--- config.mk ---
export PLATFORM = sky130hd
export DESIGN_NAME = vga_wr_bridge
export DESIGN_NICKNAME = d
export VERILOG_FILES = /design/src/rtl/vga_wr_pkg.sv /design/src/rtl/vga_wr_fifo.sv /design/src/rtl/vga_wr_bridge.sv
export SDC_FILE = /design/constraint.sdc
export NUM_CORES = 1
export LEC_CHECK = 0
export BUFFER_PORTS_ARGS = -buffer_cell sky130_fd_sc_hd__buf_4
export CAP_MARGIN = 30
export CORE_MARGIN = 8
export CORE_UTILIZATION = 57
export DETAILED_ROUTE_END_ITERATION = 8
export GPL_TIMING_DRIVEN = 1
export MAX_ROUTING_LAYER = met4
export PLACE_DENSITY = 0.78
export SYNTH_ARGS = -nofsm -noshare
export SYNTH_HDL_FRONTEND = slang
export SYNTH_SLANG_ARGS = --single-unit
--- constraint.sdc ---
create_clock -name clk -period 2.52 [get_ports clk]
set_input_delay 0.126 -clock clk [delete_from_list [all_inputs] [get_ports clk]]
set_output_delay 0.126 -clock clk [all_outputs]
set_load 0.01 [all_outputs]
--- src/rtl/vga_wr_pkg.sv ---
// Shared types and constants for the CPU-to-video write bridge.
// The VRAM window is the top 8 KiB of the CPU address space.
package vga_wr_pkg;

   typedef enum logic [1:0] {
      ST_IDLE   = 2'd0,
      ST_SETUP  = 2'd1,
      ST_STROBE = 2'd2,
      ST_HOLD   = 2'd3
   } wr_state_t;

   localparam logic [2:0]  VRAM_REGION = 3'b111;
   localparam logic [15:0] RESET_ADDR  = 16'hE000;

   typedef struct packed {
      logic [15:0] addr;
      logic [7:0]  data;
   } wr_entry_t;

   function automatic logic in_vram(input logic [15:0] addr);
      return addr[15:13] == VRAM_REGION;
   endfunction

endpackage

--- src/rtl/vga_wr_fifo.sv ---
// Write buffer between the CPU port and the video bus sequencer.
// With VGA_WR_COALESCE_EN defined, a write to the newest entry's address merges into it.
module vga_wr_fifo
   import vga_wr_pkg::*;
#(
   parameter int DEPTH = 4
) (
   input  logic      clk,
   input  logic      rst,
   input  logic      wr_en,
   input  wr_entry_t wr_entry,
   input  logic      pop,
   output wr_entry_t head,
   output logic      full,
   output logic      empty
);

   localparam int PW = $clog2(DEPTH);
   localparam int CW = PW + 1;

   wr_entry_t     mem [DEPTH];
   logic [PW-1:0] wr_ptr;
   logic [PW-1:0] rd_ptr;
   logic [CW-1:0] count;
   logic          alloc;
   logic          do_pop;

   assign full   = count == CW'(DEPTH);
   assign empty  = count == '0;
   assign do_pop = pop && !empty;
   assign head   = mem[rd_ptr];

`ifdef VGA_WR_COALESCE_EN
   logic [PW-1:0] newest_ptr;
   logic          merge;

   // The only entry leaving this cycle is no longer a merge target.
   assign newest_ptr = wr_ptr - PW'(1);
   assign merge      = wr_en && !empty
                       && (mem[newest_ptr].addr == wr_entry.addr)
                       && !((count == CW'(1)) && do_pop);
   assign alloc      = wr_en && !merge && !full;
`else
   assign alloc      = wr_en && !full;
`endif

   always_ff @(posedge clk) begin
      if (alloc) begin
         mem[wr_ptr] <= wr_entry;
      end
`ifdef VGA_WR_COALESCE_EN
      else if (merge) begin
         mem[newest_ptr].data <= wr_entry.data;
      end
`endif
   end

   always_ff @(posedge clk) begin
      if (rst) begin
         wr_ptr <= '0;
         rd_ptr <= '0;
         count  <= '0;
      end else begin
         if (alloc) begin
            wr_ptr <= wr_ptr + PW'(1);
         end
         if (do_pop) begin
            rd_ptr <= rd_ptr + PW'(1);
         end
         case ({alloc, do_pop})
            2'b10:   count <= count + CW'(1);
            2'b01:   count <= count - CW'(1);
            default: count <= count;
         endcase
      end
   end

endmodule

--- src/rtl/vga_wr_bridge.sv ---
// Buffers CPU writes into the VRAM window and replays them on the video bus.
// Optional write merging is enabled with VGA_WR_COALESCE_EN (see vga_wr_fifo).
//
// state     | meaning
// ST_IDLE   | waiting for a buffered write; pops it into the a/d register
// ST_SETUP  | a/d driven, n_we high, waiting for n_rdy low
// ST_STROBE | n_we low for one cycle; n_rdy high here means retry from SETUP
// ST_HOLD   | n_we high, a/d held one more cycle before the next pop
module vga_wr_bridge
   import vga_wr_pkg::*;
#(
   parameter int FIFO_DEPTH = 4
) (
   input  logic        clk,
   input  logic        rst,
   input  logic [15:0] cpu_a,
   input  logic [7:0]  cpu_d,
   input  logic        cpu_wr,
   output logic        cpu_stall,
   output logic [15:0] a,
   output logic [7:0]  d,
   output logic        n_we,
   output logic        n_oe,
   input  logic        n_rdy,
   output logic        idle
);

   wr_state_t state;
   wr_entry_t head;
   wr_entry_t wr_entry;
   logic      fifo_full;
   logic      fifo_empty;
   logic      wr_en;
   logic      pop;

   assign wr_entry = '{addr: cpu_a, data: cpu_d};
   assign wr_en    = cpu_wr && in_vram(cpu_a);
   assign pop      = (state == ST_IDLE) && !fifo_empty;

   vga_wr_fifo #(
      .DEPTH (FIFO_DEPTH)
   ) u_fifo (
      .clk      (clk),
      .rst      (rst),
      .wr_en    (wr_en),
      .wr_entry (wr_entry),
      .pop      (pop),
      .head     (head),
      .full     (fifo_full),
      .empty    (fifo_empty)
   );

   assign cpu_stall = fifo_full;
   assign n_oe      = 1'b1;
   assign idle      = (state == ST_IDLE) && fifo_empty;

   // a/d load only on the pop, so they stay stable across a retried strobe.
   always_ff @(posedge clk) begin
      if (rst) begin
         state <= ST_IDLE;
         a     <= RESET_ADDR;
         d     <= '0;
         n_we  <= 1'b1;
      end else begin
         case (state)
            ST_IDLE: begin
               n_we <= 1'b1;
               if (!fifo_empty) begin
                  a     <= head.addr;
                  d     <= head.data;
                  state <= ST_SETUP;
               end
            end
            ST_SETUP: begin
               if (!n_rdy) begin
                  n_we  <= 1'b0;
                  state <= ST_STROBE;
               end
            end
            ST_STROBE: begin
               n_we  <= 1'b1;
               state <= n_rdy ? ST_SETUP : ST_HOLD;
            end
            ST_HOLD: begin
               n_we  <= 1'b1;
               state <= ST_IDLE;
            end
            default: begin
               n_we  <= 1'b1;
               state <= ST_IDLE;
            end
         endcase
      end
   end

endmodule

Yosys cells after proc, flatten, opt, wreduce, memory -nomap -nowiden --
Memories as Yosys holds them, arrays and structs flattened. A register that Yosys moved wholly into a read port is not among the register bits. Index checks and enable logic that the tools add are counted.
Word-level totals: bits of input ports 28, output and inout bits 28, memories kept 1, RAM bits 96, word-level logic and storage cells 42, register bits 10
Operators by class: $add $sub $neg 4, multiplexer cells 9, equal/unequal tests 9, reduce and logical (&&, ||, !) cells 13, bitwise gates (word level) 1
Memories:
- u_fifo.mem | words 4, width 24, read ports 1, clocked after memory_dff 1, write ports 1, line vga_wr_fifo.sv:21 | wr_entry_t mem [DEPTH];
Operators by type and width (count):
- $pmux 2 s4 | 1
- $eq 2x2->1 const B | 3
- $eq 3x3->1 const B | 2
- $mux 2 | 3
- $pmux 3 s2 | 1
- $logic_and 1x1->1 | 5
- $add 2x1->2 const B | 2
- $eq 2x1->1 const B | 2
- $ne 2x2->1 const B | 2
- $reduce_and 2->1 | 2
- $add 3x1->3 const B | 1
- $logic_not 3->1 | 1
- $mux 1 | 3
- $reduce_or 3->1 | 1
- $sub 3x1->3 const B | 1
- $logic_not 1->1 | 2
- $logic_not 2->1 | 1
- $pmux 1 s2 | 1
- $reduce_bool 2->1 | 1
- $not 1->1 | 1

Depth between registers and ports, before layout --
Gate-level depths: netlist (run 1).
depth in word-level cells 6, depth in mapped cells 11, mapped depth without buffers 10

Cells and area by module --
A second synthesis (run 1) with hierarchy kept.
Second synthesis, totals: cell total of the unflattened synthesis 301, area total of the unflattened synthesis 4962.3 µm²
By module, submodules not included:
- vga_wr_fifo | sequential area each 3062.9 µm², instances 1, area an instance 3978.8 µm², cells each 180
- vga_wr_bridge | sequential area each 540.5 µm², instances 1, area an instance 983.4 µm², cells each 121

Worst setup path before layout (run 1) --
No wires, ideal clock.
path kind reg2reg, start point reg u_fifo.count[0], end point reg u_fifo.count[2], path buffers 1, setup time 0.070 ns, clock period less this slack 2.368 ns, setup slack 0.152 ns, arrival time 2.298 ns, cell stages (with the launch flop) 12, required time 2.450 ns, cells stage by stage dfxtp_1 or3b_2 clkbuf_1 inv_1 nor2_1 inv_1 ha_1 inv_1 fa_1 xor2_1 or3_1 a21oi_1
Between the ends: elaborated cells on any way between the ends 13, classes of those cells 2 x add/sub; 3 x eq/ne; 1 x mux; 7 x reduce/logical
RTL lines:
- start, declared | line vga_wr_fifo.sv:24 | logic [CW-1:0] count;
- start signal, assigned | line vga_wr_fifo.sv:71 | 2'b10: count <= count + CW'(1);
- start signal, assigned | line vga_wr_fifo.sv:72 | 2'b01: count <= count - CW'(1);
- start signal, assigned | line vga_wr_fifo.sv:73 | default: count <= count;
- $eq 3x3->1 * | line vga_wr_fifo.sv:28 | assign full = count == CW'(DEPTH);
- net cpu_stall | line vga_wr_bridge.sv:19 | output logic cpu_stall,
- $logic_not 1->1 * | line vga_wr_fifo.sv:44 | assign alloc = wr_en && !full;
- $logic_and 1x1->1 * | line vga_wr_fifo.sv:44
- $eq 2x1->1 or $eq 2x2->1 (tied branches) | line vga_wr_fifo.sv:70 | case ({alloc, do_pop})
- $pmux 3 s2 or $reduce_bool 2->1 (tied branches)
The timed path passes the listed nets; every way through them passes the cells marked *. A chain may end at the register's enable or synchronous reset.

Worst setup path in the final report (run 1) --
start point reg u_fifo.count[2], end point reg u_fifo.count[2]
Between the ends: word-level cells in the longest chain between the ends 6, elaborated cells on any way between the ends 13, classes of those cells 2 x add/sub; 3 x eq/ne; 1 x mux; 7 x reduce/logical
Ends and longest elaborated chain:
- $logic_not 3->1 | line vga_wr_fifo.sv:29 | assign empty = count == '0;
- $logic_not 1->1 | line vga_wr_fifo.sv:30, vga_wr_bridge.sv:38
- $logic_and 1x1->1 | line vga_wr_bridge.sv:38 | assign pop = (state == ST_IDLE) && !fifo_empty;
- $logic_and 1x1->1 | line vga_wr_fifo.sv:30 | assign do_pop = pop && !empty;
- $eq 2x1->1 or $eq 2x2->1 (tied branches) | line vga_wr_fifo.sv:70
- $pmux 3 s2 or $reduce_bool 2->1 (tied branches)
Several ways; a longest one is shown, not always the timed one.

==> flow_summary.yaml, run 1 <==
critical_path:
  critical_path.endpoint_type: "flip-flop"
  reg2reg_from: "u_fifo.count[2]$_SDFFE_PP0P_"
  cp.required_ns: 2.96
  nature_of_the_critical_path_startpoint: "flip-flop"
  critical_path_class: "reg -> reg"
  cp_max_fo: 7
  timing.reg2reg.setup_slack_ns: 0.19
  r2r.worst_path.cells: 10
  critical_path_arrival_ns: 2.76
  r2r-end: "u_fifo.count[2]$_SDFFE_PP0P_"
routing:
  highest_layer: "met4"
  route.antenna.remaining_nets: 0
  vias: 2924
  wirelength_met1_mm: 3.98
  detail_route.wirelength_mm: 10.0
  drt_iter0_markers: 148
  routed-wl-met3_um: 525
  first_pass_iters: 4
  drc: 0
  drt-vias-per-instance: 5.72
  dr_wl_met2_mm: 5.39
  avgRoutedWirePerCell_um: 19.6
finish:
  mostFrequentLayoutCells: "edfxtp_1 (96), buf_4 (63), dfxtp_1 (33)"
  area_growth_syn_to_layout_pct: 26.5
  layout-drive-gt1-share_pct: 29.8
  finalNetCount: 424
  number_of_diodes: 0
  finish.utilization_pct: 73.2
  final_cell_area_um2: 6260
  final_common_cell: "edfxtp_1"
timing:
  fin_worst_hold_slack_ns: 0.107
  rsz_0062_raised_after_global_routing: "false"
  post-route-period-util_pct: 92.3
  skew_ns: 0.0101
  slew_violations: 0
  min_period_ns: 2.33
  timing.final.hold_violations: 0
  totalNegativeSetupSlack_ns: 0
  timing.final.setup_violations: 0
  max_frequency_mhz: 430
  timing.max_slew.rel_slack_pct: 54.6
  layout_setup_ws_ns: 0.194
  worst-slew-pin-transition_ns: 0.680
min_path:
  min_from: "cpu_wr"
  hold_end: "u_fifo.wr_ptr[1]$_SDFFE_PP0P_"
  hold_path_class: "in -> reg"
  whs_path_cells: 4
grt:
  grt_pass1_vias: 3054
  global_route_usage_sum_pct: 18.4
  grt_start_max_net_pins: 36
  global_route.overflow_total: 0
  grt_pass1_wl_mm: 15.5
  number_of_antenna_violations_at_the_first_check_in_global_routing: 0
clocking:
  insertion_delay_ns: 0.52
  cts.reportedPaths.clkPinSlew_ns: 0.06
  cts_made_buffers: 17
  htree_levels: 4
  cts_tree: "yes"
  clock_sinks: 130
  cts_root_buf: "clkbuf_8"
  clk_path_buf_depth: 2
place:
  place_ws_ns: 0.0998
  place_hpwl_mm: 5.68
  io_buffer_count: 54
  placed_area_um2: 5460
  globalplace.congestion: 0.734
synthesis:
  syn_avg_cell_area_um2: 16.3
  ys_seq_elements: 130
  synth_enable_flop_cells: 96
  postSynth.topFlopCell: "edfxtp_1"
  ys_top_cells_by_area: "edfxtp_1 (58%), dfxtp_1 (14%), mux4_2 (9.1%)"
  post_syn_instances: 303
  async_flop_share_pct: 0
  synthDominantAreaCellType: "edfxtp_1"
  seq_area_frac_synth_pct: 72.0
  syn_area_um2: 4950
  synthesis.nets: 337
  synth.lib_cells_used.distinct: 32
  yosys.area.top_type_share_pct: 58.2
  synthesis.yosys.warnings: 0
floorplanning:
  initial_utilization_pct: 57.9
  placementRows: 34
  core_region_um2: 8550
  die_w_um: 109
  fp.dieArea_um2: 11900
  die-height_um: 109
  design.portCount: 56
job:
  maxCapViolCount: 0
power_and_ir_drop:
  ir_worst_vdd_uv: 677
  clkPwrFrac_pct: 33.3
  pwr_density_cell_nw_per_um2: 1040
  comb_power_share_pct: 25.6
  standby_leakage_power_nw: 2.21
  netSwitchingFraction_pct: 30.7
  pwr-share-seq_pct: 41.1
  power.net_switching_w: 0.00200
  p_int_w: 0.00450
status:
  status: "complete, no violations"
cell usage after synthesis (2+ instances only):
master	instances
buf_4	3
inv_1	9
a21oi_1	27
and3_1	7
mux4_2	20
nand2_1	3
nand3_1	23
edfxtp_1	96
clkbuf_1	13
nor2_1	7
xor2_1	2
buf_2	4
a211o_1	3
o21ai_0	25
mux4_1	4
or3_1	3
ha_1	5
dfxtp_1	34
nor3_1	2
power groups by stage:
| stage | clock network, W | logic [W] | registers [W] |
|---|---|---|---|
| 2_1_floorplan | 0 | 0.000965 | 0.00273 |
| 3_3_place_gp | 0 | 0.00160 | 0.00270 |
| 3_5_place_dp | 0 | 0.00164 | 0.00271 |
| 4_1_cts | 0.00221 | 0.00169 | 0.00267 |
| 5_1_grt | 0.00228 | 0.00182 | 0.00270 |
| 6_report | 0.00216 | 0.00167 | 0.00267 |
layer usage:
metal	GRT usage, %	vias up
met3	4.31	14
met2	31.5	101
met1	19.4	1457
met5	-	-
met4	9.45	0
li1	-	1352
per-stage QoR:
step                      std cells  total power (W)
after floorplan                 303          0.00370
after global placement          453          0.00431
after global routing            511          0.00679
after detailed placement        453          0.00435
final                           511          0.00650
after CTS                       511          0.00657
worst max path at each step:
stage	start	endpoint	slack (ns)	depth (start not counted)
2_1_floorplan	u_fifo.count[0]$_SDFFE_PP0P_	u_fifo.count[2]$_SDFFE_PP0P_	0.15	11
3_3_place_gp	u_fifo.count[2]$_SDFFE_PP0P_	u_fifo.count[2]$_SDFFE_PP0P_	0.19	10
3_5_place_dp	u_fifo.count[2]$_SDFFE_PP0P_	u_fifo.count[2]$_SDFFE_PP0P_	0.1	10
4_1_cts	u_fifo.count[2]$_SDFFE_PP0P_	u_fifo.count[2]$_SDFFE_PP0P_	0.08	10
5_1_grt	u_fifo.count[2]$_SDFFE_PP0P_	u_fifo.count[2]$_SDFFE_PP0P_	0.03	10
6_report	u_fifo.count[2]$_SDFFE_PP0P_	u_fifo.count[2]$_SDFFE_PP0P_	0.19	10
kinds of logic (layout without fill, tap and decap cells):
logic type,after synthesis,in the layout,share of synthesized area [%]
flip-flops,130,130,72.0
AO/OA/AOI/OAI,58,58,6.29
AND/OR/NAND/NOR,51,51,5.46
buffers and inverters,30,130,2.76
multiplexers,24,24,11.2
adder cells (fa/ha/maj),6,6,1.67
XOR/XNOR,3,3,0.531
other,1,1,0.0758
sequential cells by signal, summed over array words and instances, names as in the netlist:
| register | flops |
|---|---|
| a | 16 |
| u_fifo.mem | 96 |
| u_fifo.rd_ptr | 2 |
| u_fifo.wr_ptr | 2 |
| u_fifo.count | 3 |
| state | 2 |
| n_we | 1 |
| d | 8 |
cell type report:
type                            count  area [um^2]
Clock inverter                     14          108
Sequential cell                   130         3560
Multi-Input combinational cell    143         1260
Tap cell                          108          135
Clock buffer                       18          428
Timing Repair Buffer               89          733
Fill cell                         514         2290
Inverter                            9         33.8
timing repair:
action | 4_1_cts | 5_1_grt
buffers inserted | 0 | 0
resized for setup | 0 | 1
endpoints found under the hold margin | 100 | 0
hold buffers | 26 | 0
setup endpoints to repair | 0 | 1
critical path: stages, from the launching register on:
cell and delay [ns]:
dfxtp_1 0.39, or3b_4 0.44, inv_1 0.12, nor2_1 0.06
inv_1 0.05, ha_1 0.17, inv_1 0.06, fa_1 0.37
xor2_1 0.15, or3_1 0.31, a21oi_1 0.14
(Power assumes the default switching activity.)
==> inputs of run 2 (changes only) <==
--- a/config.mk
+++ b/config.mk
@@ -8,11 +8,11 @@
 export BUFFER_PORTS_ARGS = -buffer_cell sky130_fd_sc_hd__buf_4
 export CAP_MARGIN = 30
 export CORE_MARGIN = 8
-export CORE_UTILIZATION = 57
+export CORE_UTILIZATION = 50
 export DETAILED_ROUTE_END_ITERATION = 8
 export GPL_TIMING_DRIVEN = 1
 export MAX_ROUTING_LAYER = met4
-export PLACE_DENSITY = 0.78
+export PLACE_DENSITY = 0.7
 export SYNTH_ARGS = -nofsm -noshare
 export SYNTH_HDL_FRONTEND = slang
 export SYNTH_SLANG_ARGS = --single-unit
==> run 2 against run 1 <==
Clock power is 14% higher. Combinational power grew 4%. Utilization shrank 7.3 points. Highest routed layer unchanged. Final cell count grew 5.3%. Sequential power hardly changed. Final area rose by 2.0%. Hold slack worse by 0.073 ns. Fmax shrank 0.19%. Critical endpoint unchanged. Critical path depth did not move. Critical path type unchanged. Sequential cell count did not move. Sequential share of layout area down 1.1 points. Non-clock buffer count is 2 higher.
==> flow_summary.yaml, run 2 (synthesis results as in run 1) <==
status:
  status: "complete, no violations"
finish:
  final_common_cell: "edfxtp_1"
  max_flop_register: "u_fifo.mem"
  fin_cells: 538
  finalNetCount: 426
  area_growth_syn_to_layout_pct: 29.1
  largest_register_ffs: 96
  number_of_diodes: 0
  layout-drive-gt1-share_pct: 30.4
  finish.utilization_pct: 66.0
  mostFrequentLayoutCells: "edfxtp_1 (96), buf_4 (65), dfxtp_1 (33)"
  top_regs: "u_fifo.mem: 96 flops, a: 16 flops, d: 8 flops"
  fillCellCount: 669
routing:
  drt-vias-per-instance: 5.59
  route.antenna.remaining_nets: 0
  detail_route.wirelength_mm: 10.6
  drt_iter0_markers: 208
  drc: 0
  vias: 3006
  avgRoutedWirePerCell_um: 19.7
  first_pass_iters: 4
floorplanning:
  core_region_um2: 9680
  die-height_um: 115
  fp.dieArea_um2: 13300
  die_w_um: 115
  placementRows: 36
  design.portCount: 56
  initial_utilization_pct: 51.1
clocking:
  insertion_delay_ns: 0.52
  cts_root_buf: "clkbuf_8"
  cts_made_buffers: 17
  clock_sinks: 130
  cts_tree: "yes"
  post_cts.repair.setup_buffers: 0
  cts.reportedPaths.clkPinSlew_ns: 0.06
  htree_levels: 4
  clk_path_buf_depth: 2
critical_path:
  nature_of_the_critical_path_startpoint: "flip-flop"
  r2r.worst_path.cells: 10
  critical_path_class: "reg -> reg"
  critical_path.endpoint_type: "flip-flop"
  cp_max_fo: 7
  cp.required_ns: 2.96
  critical_path_arrival_ns: 2.77
min_path:
  whs_path_cells: 2
  hold_path_class: "in -> reg"
power_and_ir_drop:
  clkPwrFrac_pct: 35.8
  power.net_switching_w: 0.00206
  p_int_w: 0.00484
  netSwitchingFraction_pct: 29.8
  pwr_density_cell_nw_per_um2: 1080
  comb_power_share_pct: 25.1
  ir_worst_vdd_uv: 625
  pwr-share-seq_pct: 39.1
  standby_leakage_power_nw: 2.26
  totalPowerFinal_w: 0.00689
grt:
  grt_pass1_wl_mm: 17.0
  number_of_antenna_violations_at_the_first_check_in_global_routing: 0
  global_route.overflow_total: 0
  grt_start_max_net_pins: 36
  grt_pass1_vias: 3164
  global_route_usage_sum_pct: 17.8
timing:
  totalNegativeSetupSlack_ns: 0
  skew_ns: 0.0136
  timing.final.setup_violations: 0
  slew_violations: 0
  max_frequency_mhz: 429
  layout_setup_ws_ns: 0.190
  post-route-period-util_pct: 92.5
  min_period_ns: 2.33
  rsz_0062_raised_after_global_routing: "false"
  timing.max_slew.rel_slack_pct: 49.0
  timing.final.hold_violations: 0
  worst-slew-pin-transition_ns: 0.765
place:
  place_hpwl_mm: 6.30
  io_buffer_count: 54
  dp_cells: 481
  globalplace.congestion: 0.750
  place_ws_ns: 0.130
job:
  maxCapViolCount: 0
-- run 2: changes by cell type in the layout (fill, tap and decap cells not counted), sizes merged --
cell	previous run	this run
bufinv	0	3
clkinv	5	3
clkbuf	18	19
clkinvlp	5	3
dlygate4sd3	26	25
buf	63	66
-- run 2: worst max-delay path, cell delays in order, from the launching register on --
cell and delay (ns):
dfxtp_1 0.39, or3b_4 0.44, inv_1 0.12, nor2_1 0.06
inv_1 0.06, ha_1 0.17, inv_1 0.06, fa_1 0.37
xor2_1 0.15, or3_1 0.31, a21oi_1 0.14
-- run 2: path summary, 6_finish.rpt --
kind                            slack [ns]                         start                           end
worst min-delay path                  0.03                           rst  u_fifo.count[0]$_SDFFE_PP0P_
worst max-delay path                  0.19  u_fifo.count[2]$_SDFFE_PP0P_  u_fifo.count[2]$_SDFFE_PP0P_
worst max register to register        0.19  u_fifo.count[2]$_SDFFE_PP0P_  u_fifo.count[2]$_SDFFE_PP0P_
worst min register to register        0.44             n_we$_SDFFE_PP1P_             n_we$_SDFFE_PP1P_
-- run 2: power by group through the flow --
stage / registers, W / clock network [W] / logic, W
after detailed placement: 0.00274 / 0 / 0.00170
after global placement: 0.00273 / 0 / 0.00166
final: 0.00269 / 0.00247 / 0.00173
after floorplan: 0.00273 / 0 / 0.000965
after global routing: 0.00272 / 0.00260 / 0.00189
after CTS: 0.00269 / 0.00251 / 0.00174
-- run 2: through the flow --
| stage | instance area (um^2) | hold WS (ns) |
|---|---|---|
| after detailed placement | 5530 | 0.330 |
| final | 6390 | 0.0337 |
| after global placement | 5530 | 0.327 |
| after global routing | 6390 | 0.0300 |
| after floorplan | 4950 | 0.203 |
| after CTS | 6390 | 0.00982 |
-- run 2: routing by layer --
metal / global-route usage, % / routed length [um] / share of wire (%)
met5: - / 0 / 0
met2: 29.3 / 5540 / 52
met3: 4.48 / 684 / 6.4
met4: 6.30 / 85 / 0.80
met1: 20.9 / 4310 / 41
-- run 2: layout make-up --
| class | instances | area (um^2) | area share (%) |
|---|---|---|---|
| well taps | 133 | 166 | 2.60 |
| flip-flops and latches | 130 | 3560 | 55.8 |
| repair buffers | 91 | 758 | 11.9 |
| inverters | 9 | 33.8 | 0.529 |
| clock buffers | 19 | 432 | 6.76 |
| multi-input cells | 143 | 1260 | 19.7 |
| clock inverters | 13 | 174 | 2.72 |
-- run 2: timing repair --
action	CTS	global route
hold buffers	25	0
gates resized for setup	0	1
setup endpoints to repair	0	1
endpoints found under the hold margin	99	0
==> inputs of run 3 (changes only) <==
--- a/config.mk
+++ b/config.mk
@@ -12,7 +12,7 @@
 export DETAILED_ROUTE_END_ITERATION = 8
 export GPL_TIMING_DRIVEN = 1
 export MAX_ROUTING_LAYER = met4
-export PLACE_DENSITY = 0.7
+export PLACE_DENSITY = 0.82
 export SYNTH_ARGS = -nofsm -noshare
 export SYNTH_HDL_FRONTEND = slang
 export SYNTH_SLANG_ARGS = --single-unit
==> constraint.sdc (replaced) <==
create_clock -name clk -period 2 [get_ports clk]
set_input_delay 0.1 -clock clk [delete_from_list [all_inputs] [get_ports clk]]
set_output_delay 0.1 -clock clk [all_outputs]
set_load 0.01 [all_outputs]
==> run 3 against run 2 <==
The run now ends with negative setup slack left. Routed wire length increased by 6.6%. Clock power is 22% higher. Final area up 2.3%.
==> flow_summary.yaml, run 3 (synthesis results as in run 1) <==
critical_path:
  critical_path.n_buffers_inverters: 3
  critical_path_class: "reg -> reg"
  nature_of_the_critical_path_startpoint: "flip-flop"
  slowest_delay_ns: 0.39
  path_delay_family: "simple AND/OR/NAND/NOR gates"
  cpMaxStageDelayCell: "or3b_4"
  cp_max_fo: 2
  critical_path.endpoint_type: "flip-flop"
  critical_path_arrival_ns: 2.52
  timing.critical_path.cells: "or3b_4 > inv_4 > nor2_2 > inv_1 > ha_2 > inv_2 > fa_2 > xor2_1 > or3_1 > a21oi_1"
  cp.required_ns: 2.43
grt:
  grt_pass1_wl_mm: 17.9
  grtUsageMet2_pct: 30.5
  grt_util_met1_pct: 21.2
  top_usage_layer: "met2"
  grt_start_max_net_pins: 28
  grt_pass1_vias: 3371
  number_of_antenna_violations_at_the_first_check_in_global_routing: 0
  global_route_usage_sum_pct: 18.7
  grtUsageMet3_pct: 4.85
  global_route.overflow_total: 0
status:
  status: "finished, violations left"
  violations: "negative setup slack"
place:
  globalplace.congestion: 0.765
  io_buffer_count: 54
  dp_cells: 492
  place_hpwl_mm: 6.69
clocking:
  cts_tree: "yes"
  cts.reportedPaths.clkPinSlew_ns: 0.06
  htree_levels: 4
  insertion_delay_ns: 0.51
  cts_root_buf: "clkbuf_8"
  clock_sinks: 130
  cts_made_buffers: 17
  clk_path_buf_depth: 2
routing:
  avgRoutedWirePerCell_um: 20.4
  vias: 3062
  detail_route.wirelength_mm: 11.3
  first_pass_iters: 4
  drt_iter0_markers: 224
  route.antenna.remaining_nets: 0
  drt-vias-per-instance: 5.53
  drc: 0
timing:
  post-route-period-util_pct: 105
  timing.final.hold_violations: 0
  worst-slew-pin-transition_ns: 0.859
  layout_setup_ws_ns: -0.0901
  timing.final.setup_violations: 1
  max_frequency_mhz: 478
  skew_ns: 0.00985
  rsz_0062_raised_after_global_routing: "true"
  timing.max_slew.rel_slack_pct: 42.5
  min_period_ns: 2.09
  slew_violations: 0
floorplanning:
  core_region_um2: 9680
  die_w_um: 115
  design.portCount: 56
  die-height_um: 115
  initial_utilization_pct: 51.1
  placementRows: 36
  fp.dieArea_um2: 13300
finish:
  finalNetCount: 442
  final_common_cell: "edfxtp_1"
  top_regs: "u_fifo.mem: 96 flops, a: 16 flops, d: 8 flops"
  layout-drive-gt1-share_pct: 33.3
  max_flop_register: "u_fifo.mem"
  number_of_diodes: 0
  mostFrequentLayoutCells: "edfxtp_1 (96), buf_4 (75), dfxtp_1 (31)"
  largest_register_ffs: 96
  fillCellCount: 627
  area_growth_syn_to_layout_pct: 32.0
  fin_cells: 554
job:
  maxCapViolCount: 0
power_and_ir_drop:
  ir_worst_vdd_uv: 922
  pwr_density_cell_nw_per_um2: 1360
  totalPowerFinal_w: 0.00888
  standby_leakage_power_nw: 2.34
min_path:
  hold_path_class: "in -> reg"
-- run 3: cell types whose count changed in the layout (fill, tap and decap cells not counted), moves of 2 or more --
| cell | before | now |
|---|---|---|
| inv_6 | 4 | 2 |
| buf_4 | 65 | 75 |
| clkbuf_1 | 1 | 3 |
| dlygate4sd3_1 | 25 | 29 |
| inv_1 | 9 | 7 |
| dfxtp_2 | 1 | 3 |
| dfxtp_1 | 33 | 31 |
-- run 3: worst paths after layout --
kind,cells after the start,startpoint,to,slack (ns)
setup / recovery,10,u_fifo.count[2]$_SDFFE_PP0P_,u_fifo.count[2]$_SDFFE_PP0P_,-0.09
setup reg to reg,10,u_fifo.count[2]$_SDFFE_PP0P_,u_fifo.count[2]$_SDFFE_PP0P_,-0.09
hold / removal,4,cpu_wr,u_fifo.wr_ptr[0]$_SDFFE_PP0P_,0.11
hold reg to reg,2,n_we$_SDFFE_PP1P_,n_we$_SDFFE_PP1P_,0.46
-- run 3: layout make-up --
class                           count  area [um^2]  share of cell area [%]
Clock buffer                       20          425                    6.51
Timing Repair Buffer              107          906                    13.9
Multi-Input combinational cell    143         1270                    19.5
Sequential cell                   130         3570                    54.6
Tap cell                          133          166                    2.55
Clock inverter                     12          158                    2.41
Inverter                            9         36.3                   0.555
-- run 3: timing repair --
action	4_1_cts	5_1_grt
setup endpoints to repair	2	4
hold endpoints to repair	101	0
gates resized for setup	1	6
gates cloned	0	0
buffers inserted	0	0
hold buffers	30	0
-- run 3: routing by layer --
layer  wire length (um)  up-vias
met2               5930      123
met5                  0        -
met1               4450     1533
met4                179        0
met3                749       17
li1                   -     1389
-- run 3: through the flow --
step / setup TNS, ns / setup WS (ns) / area (um^2) / util [%] / hold slack (ns)
floorplan: -0.169 / -0.153 / 4970 / - / 0.177
global placement: -0.00517 / -0.00517 / 5630 / 58.1 / 0.299
detailed placement: -0.0698 / -0.0698 / 5630 / 58.1 / 0.302
CTS: -0.0803 / -0.0803 / 6510 / 67.2 / 0.0709
global route: -0.217 / -0.158 / 6530 / 67.5 / 0.131
finish: -0.0901 / -0.0901 / 6530 / 67.5 / 0.105
-- run 3: worst register-to-register path, cell delays in order, from the launching register on --
cell and delay (ns):
dfxtp_2 0.33, or3b_4 0.39, inv_4 0.06, nor2_2 0.03, inv_1 0.05, ha_2 0.19
inv_2 0.04, fa_2 0.33, xor2_1 0.16, or3_1 0.31, a21oi_1 0.13
-- run 3: power by group --
| part | total (W) | internal (W) | leakage, nW | switching, W |
|---|---|---|---|---|
| Sequential | 0.00335 | 0.00317 | 1.14 | 0.000176 |
| Combinational | 0.00252 | 0.00118 | 0.922 | 0.00133 |
| Clock | 0.00301 | 0.00190 | 0.277 | 0.00111 |
| Total | 0.00888 | 0.00626 | 2.34 | 0.00262 |
